$ cat config.mk
export PLATFORM = sky130hd
export DESIGN_NAME = exec_wb_pipe
export DESIGN_NICKNAME = d
export VERILOG_FILES = /design/src/rtl/exec_wb_pipe.sv
export SDC_FILE = /design/constraint.sdc
export NUM_CORES = 2
export LEC_CHECK = 0
export CAP_MARGIN = 20
export CORE_ASPECT_RATIO = 1.25
export CORE_MARGIN = 10
export CORE_UTILIZATION = 45
export CTS_CLUSTER_DIAMETER = 80
export CTS_CLUSTER_SIZE = 10
export DETAILED_ROUTE_END_ITERATION = 12
export PLACE_DENSITY = 0.7
export SYNTH_ARGS = -nofsm -noshare
export SYNTH_HDL_FRONTEND = slang
export SYNTH_SLANG_ARGS = --single-unit
$ cat constraint.sdc
create_clock -name clk -period 8.5 [get_ports clk]
set_input_delay 0.85 -clock clk [delete_from_list [all_inputs] [get_ports clk]]
set_output_delay 0.85 -clock clk [all_outputs]
set_load 0.05 [all_outputs]
$ cat src/rtl/exec_wb_pipe.sv
// exec_wb_pipe: execute stage plus STAGES-deep register pipe to writeback with stall, flush and sticky halt
module exec_wb_pipe #(
  parameter int WIDTH  = 16,
  parameter int LANES  = 4,
  parameter int STAGES = 3
) (
  input  logic                   clk,
  input  logic                   rst,
  input  logic                   in_valid,
  output logic                   in_ready,
  input  logic [15:0]            in_pc,
  input  logic [3:0]             in_rt,
  input  logic [2:0]             in_op,
  input  logic                   in_vec,
  input  logic                   in_halt,
  input  logic [LANES*WIDTH-1:0] in_a,
  input  logic [LANES*WIDTH-1:0] in_b,
  input  logic                   stall,
  input  logic                   flush,
  output logic                   wb_valid,
  output logic [15:0]            wb_pc,
  output logic [3:0]             wb_rt,
  output logic [LANES*WIDTH-1:0] wb_result,
  output logic                   wb_vec,
  output logic                   wb_illegal,
  output logic                   wb_halt,
  output logic                   wb_zero,
  output logic                   wb_sign,
  output logic                   busy,
  output logic                   halted
);
  localparam int VW = LANES * WIDTH;
  logic [STAGES-1:0] v, vec, ill, hlt;
  logic [15:0]       pc  [STAGES];
  logic [3:0]        rt  [STAGES];
  logic [VW-1:0]     res [STAGES];
  logic [WIDTH-1:0]  prod [LANES];
  logic [WIDTH-1:0]  dot;
  logic [VW-1:0]     alu;
  logic              illegal, accept;
  for (genvar l = 0; l < LANES; l++) begin : g_mul
    assign prod[l] = in_a[l*WIDTH +: WIDTH] * in_b[l*WIDTH +: WIDTH];
  end
  assign in_ready = !stall && !halted && !rst;
  assign accept   = in_valid && in_ready && !flush;
  assign illegal  = in_op > 3'd4;
  always_comb begin
    alu = '0;
    dot = '0;
    for (int i = 0; i < LANES; i++) begin
      dot = dot + prod[i];
      alu[i*WIDTH +: WIDTH] = !(i == 0 || in_vec) ? '0 :
                              in_op == 3'd0 ? in_a[i*WIDTH +: WIDTH] + in_b[i*WIDTH +: WIDTH] :
                              in_op == 3'd1 ? in_b[i*WIDTH +: WIDTH] - in_a[i*WIDTH +: WIDTH] :
                              in_op == 3'd2 ? prod[i] :
                              in_op == 3'd3 ? in_b[i*WIDTH +: WIDTH] : '0;
    end
    if (in_op == 3'd4) begin
      alu = '0;
      alu[WIDTH-1:0] = dot;
    end
  end
  always_ff @(posedge clk) begin
    if (rst) begin
      v      <= '0;
      vec    <= '0;
      ill    <= '0;
      hlt    <= '0;
      halted <= 1'b0;
      for (int s = 0; s < STAGES; s++) begin
        pc[s]  <= '0;
        rt[s]  <= '0;
        res[s] <= '0;
      end
    end else begin
      if (wb_valid && !stall && wb_halt) halted <= 1'b1;
      if (flush) v <= '0;
      else if (!stall) begin
        v      <= {v[STAGES-2:0], accept};
        vec    <= {vec[STAGES-2:0], in_vec};
        ill    <= {ill[STAGES-2:0], illegal};
        hlt    <= {hlt[STAGES-2:0], in_halt};
        pc[0]  <= in_pc;
        rt[0]  <= in_rt;
        res[0] <= alu;
        for (int s = 1; s < STAGES; s++) begin
          pc[s]  <= pc[s-1];
          rt[s]  <= rt[s-1];
          res[s] <= res[s-1];
        end
      end
    end
  end
  assign wb_valid   = v[STAGES-1];
  assign wb_pc      = pc[STAGES-1];
  assign wb_rt      = rt[STAGES-1];
  assign wb_result  = res[STAGES-1];
  assign wb_vec     = vec[STAGES-1];
  assign wb_illegal = ill[STAGES-1];
  assign wb_halt    = hlt[STAGES-1];
  assign wb_zero    = res[STAGES-1][WIDTH-1:0] == '0;
  assign wb_sign    = res[STAGES-1][WIDTH-1];
  assign busy       = |v;
endmodule
* Word-level counts from Yosys, hierarchy flattened
Memory sizes are Yosys's and may differ from the RTL's. Index checks and enable logic that the tools add are counted. W data, S select, Z words.
Operators by class: order comparisons 1, multipliers 4, bitwise operators 11, multiplexer cells 35, eq/ne operators 4, reduce and logical (&&, ||, !) cells 15, add/sub/neg operators 11
Operators with widths (count):
- $mux W16 | 22
- $mux W64 | 4
- $add A16 B16 Y16 | 7
- $mul A16 B16 Y16 | 4
- $sub A16 B16 Y16 | 4
- $logic_not A16 Y1 | 1
- $mux W4 | 3
- $or A1 B1 Y1 | 9
- $eq A3 B2 Y1 const B | 2
- $logic_and A1 B1 Y1 | 6
- $mux W1 | 6
- $logic_not A1 Y1 | 4
- $eq A3 B1 Y1 const B | 1
- $eq A3 B3 Y1 const B | 1
- $gt A3 B3 Y1 const B | 1
- $logic_not A3 Y1 | 1
- $reduce_or A3 Y1 | 1
- $not A1 Y1 | 2
- $reduce_and A2 Y1 | 1
- $reduce_or A2 Y1 | 1
Word-level totals: RAM bits 252, bits of input ports 158, memories 3, output and inout bits 93, register bits 13
Memories:
- res | depth 3, bits a word 64, rd ports 3, clocked after memory_dff 0, wr ports 3, RTL line 36 | logic [VW-1:0] res [STAGES];
- pc | depth 3, bits a word 16, rd ports 3, clocked after memory_dff 0, wr ports 3, RTL line 34 | logic [15:0] pc [STAGES];
- rt | depth 3, bits a word 4, rd ports 3, clocked after memory_dff 0, wr ports 3, RTL line 35 | logic [3:0] rt [STAGES];

* Logic depth before layout (Yosys ltp)
word-level depth 8, gate-level depth with buffers 32, mapped depth without buffers 32

* Worst setup path after synthesis
OpenSTA, ideal clock, no wires.
path kind input -> register, start point in in_b[33], end point mem res[0][15] in the netlist's numbering, data pin, buffers on the path 1, path slack 735 ps, required time 8223 ps, arrival 7488 ps, library setup time 277 ps, cell stages on the path 29, cells stage by stage buf_2 inv_1 nor2_1 fa_1 inv_1 fa_1 fa_1 fa_1 inv_1 fa_1 inv_1 fa_1 inv_1 ha_1 and3_1 a211oi_1 nor2b_1 o21ai_0 nand2b_1 xnor2_1 fa_1 fa_1 inv_1 ha_1 a21oi_1 o21ai_0 xnor2_1 nand3_1 a41oi_2
RTL lines:
- from (decl) | RTL line 17 | input logic [LANES*WIDTH-1:0] in_b,
- to (decl) | RTL line 36

==> metrics.md <==
| Metric | Value |
|---|---|
| Status | completed |
| Reg2Reg Depth | 1 |
| Congestion Overflow GR | 0 |
| Worst Hold Depth | 2 |
| TritonCTS Buffers | 30 |
| Mux share of post-synthesis cell area | 0.00576 |
| Die area | 0.0873 mm^2 |
| Clk_skew | 0.0197 ns |
| Placed wire-length estimate | 81.2 mm |
| Layout cells sized above 1 | 0.0679 |
| Period minus WS final | 8.18 ns |
| Post-Synthesis Cells | 3740 |
| Final Hold Viols | 0 |
| Yosys top cell by area | edfxtp_1 |
| Cell Area, Synth | 0.0341 mm^2 |
| Row count | 112 |
| Slowest CP cell | clkdlybuf4s50_1 |
| RSZ-0062 raised after global routing | no |
| Final Setup Violations | 0 |
| Die height | 328 um |
| Clock Sink Count | 265 |
| H-tree depth | 1 |
| Post-synthesis cell type count | 86 |
| Setup WS pre-CTS | -0.178 ns |
| Fin nets | 4825 |
| Slowest stage delay, CP | 0.67 ns |
| # IOs | 251 |
| Worst EP required | 8.88 ns |
| Commonest cells in the netlist | inv_1 (643), and2_1 (379), fa_1 (358), nand2_1 (352), ha_1 (331) |
| Clk Latency, worst-skew pair | 0.55 ns |
| Top area cells in the synthesized netlist | edfxtp_1 (22%), fa_1 (21%), ha_1 (12%), inv_1 (7.1%), and2_1 (7.0%) |
| Main synth FF type | edfxtp_1 |
| Seq/Total Area, Yosys | 0.230 |
| CP arrival | 8.57 ns |
| Hold_ws | 0.459 ns |
| Post-CTS sizing | 0 |
| Simple-Gate Fraction of Synth Area | 0.166 |
| Post-CTS Setup Bufs | 0 |
| Number of synthesis warnings | 0 |
| Port-buffer cells | 250 |
| Core area | 0.0750 mm^2 |
| Worst Tran Pin Value | 0.960 ns |
| Xor/xnor share of the synthesized area | 0.0547 |
| Starting density of the core | 0.455 |
| Avg Synthesized Cell Area | 9.12 um^2 |
| Async set-reset flop share out of synthesis | 0 |
| Final WL | 99.1 mm |
| Routed Antenna Nets | 0 |
| DRC errors left | 0 |
| Via density | 5.36 |
| Max-cap check violation count | 0 |
| Worst hold path class | flip-flop to flip-flop |
| Most frequent CP cell | fa_1 |
| Largest family of logic cells by synthesized area | adder cells |
| Slew Limit Headroom | 0.357 |
| Drt pass-1 iters | 8 |
| DR WL/cell | 20.0 um |
| Initial antenna violation count | 1 |
| Synth Area in Compound Gates | 0.104 |
| Critical path type | input pin to flip-flop |
| Post-synth EDFFs | 252 |
| Final std cells w/o fill | 4960 |
| Crit path launch type | input pin |
| Post-Synth Adder-Cell Area | 0.332 |
| DRT iter0 DRCs | 1948 |
| Count of state elements after synthesis | 265 |
| Largest net degree at the start of global routing | 178 |
| GPL Wtd Cong | 0.966 |
| Diodes inserted | 0 |
| Post-layout util | 0.519 |
| Clock buffer depth | 3 |
| Clock root cell | clkbuf_16 |
| Max-slew violations | 0 |
| Area grow syn2layout | 14.2% |
| All-Layer GR Usage | 0.223 |
| Vias after detailed routing | 26600 |
| CTS tree | built |
| Die span in x | 266 um |
| Vias in the first global route | 27400 |
| Final period utilization | 0.963 |
| PnR worst setup slack | 0.315 ns |
| Wire length of the first global-routing pass | 154 mm |
| Placed Cells | 4914 |
| Top-count cell post-synth | inv_1 |
| Peak Freq | 122 MHz |
| Clk slew on worst S/H paths | 0.06 ns |
| Critical Path Sink Type | flip-flop |
| Yosys top cell area share | 0.222 |
| Net Count, Synth | 4587 |
| Worst-path fanout max | 7 |
| Cts-stage hold buffer count | 0 |
==> layer usage <==
layer  wire length [um]  GRT usage  vias to the layer above
met3               5940     0.0218                      237
met1              40800      0.281                    13000
li1                   -          -                    12400
met5                  0          0                        -
met4               4360     0.0888                        0
met2              48000      0.388                     1001
==> cell families after synthesis <==
| group | count (synthesis) |
|---|---|
| buffers and inverters | 887 |
| AOI/OAI and AO/OA | 535 |
| xor gates and xnor gates | 207 |
| DFF | 265 |
| muxes | 18 |
| adders and majority gates | 689 |
| and+or+nand+nor | 1139 |
==> path summary, 6_finish.rpt <==
check	start	to	slack, ns
max reg2reg	res[0][28]	res[0][92]	7.65
max	in_b[51]	res[0][15]	0.32
min	ill[0]	ill[0]	0.46
min reg2reg	ill[0]	ill[0]	0.46
==> cells in the final DEF, fill, tap and decap left out, types with 77 or more instances in the layout <==
cell / netlist / final
inv_1: 643 / 642
and2_1: 379 / 379
fa_1: 358 / 358
nand2_1: 352 / 352
ha_1: 331 / 331
edfxtp_1: 252 / 252
clkdlybuf4s50_1: 0 / 248
nor2_1: 207 / 206
buf_4: 87 / 196
a21oi_1: 154 / 154
xnor2_1: 150 / 148
o21ai_0: 77 / 77
==> critical path, delay by kind of cell <==
kind	cells	cell delay, ns
xor gates and xnor gates	2	0.55
AOI/OAI and AO/OA	7	1.43
buffers and inverters	4	0.99
adders and majority gates	10	4.22
and+or+nand+nor	4	0.53
==> state kept, by name, summed over array words and instances, names as in the netlist <==
name,cells
halted,1
hlt,3
ill,3
pc,48
res,192
rt,12
v,3
vec,3
==> stage by stage <==
stage | area (um^2) | setup TNS (ns)
floorplan | 34100 | 0
global placement | 38100 | -0.141
detailed placement | 38100 | -0.542
CTS | 38900 | 0
global route | 38900 | 0
finish | 38900 | 0
==> area by class of cell <==
type | instances | area, um^2
tap | 969 | 1210
clock buffer | 44 | 835
clock inverter | 1 | 5.00
sequential | 265 | 7830
timing repair buffer | 448 | 4030
multi-input combinational | 2588 | 22600
inverter | 645 | 2430
fill | 6788 | 36000
Power is left out: the tool's default activity adds up to more than one toggle a clock period on the data nets, which glitch-free logic cannot reach.
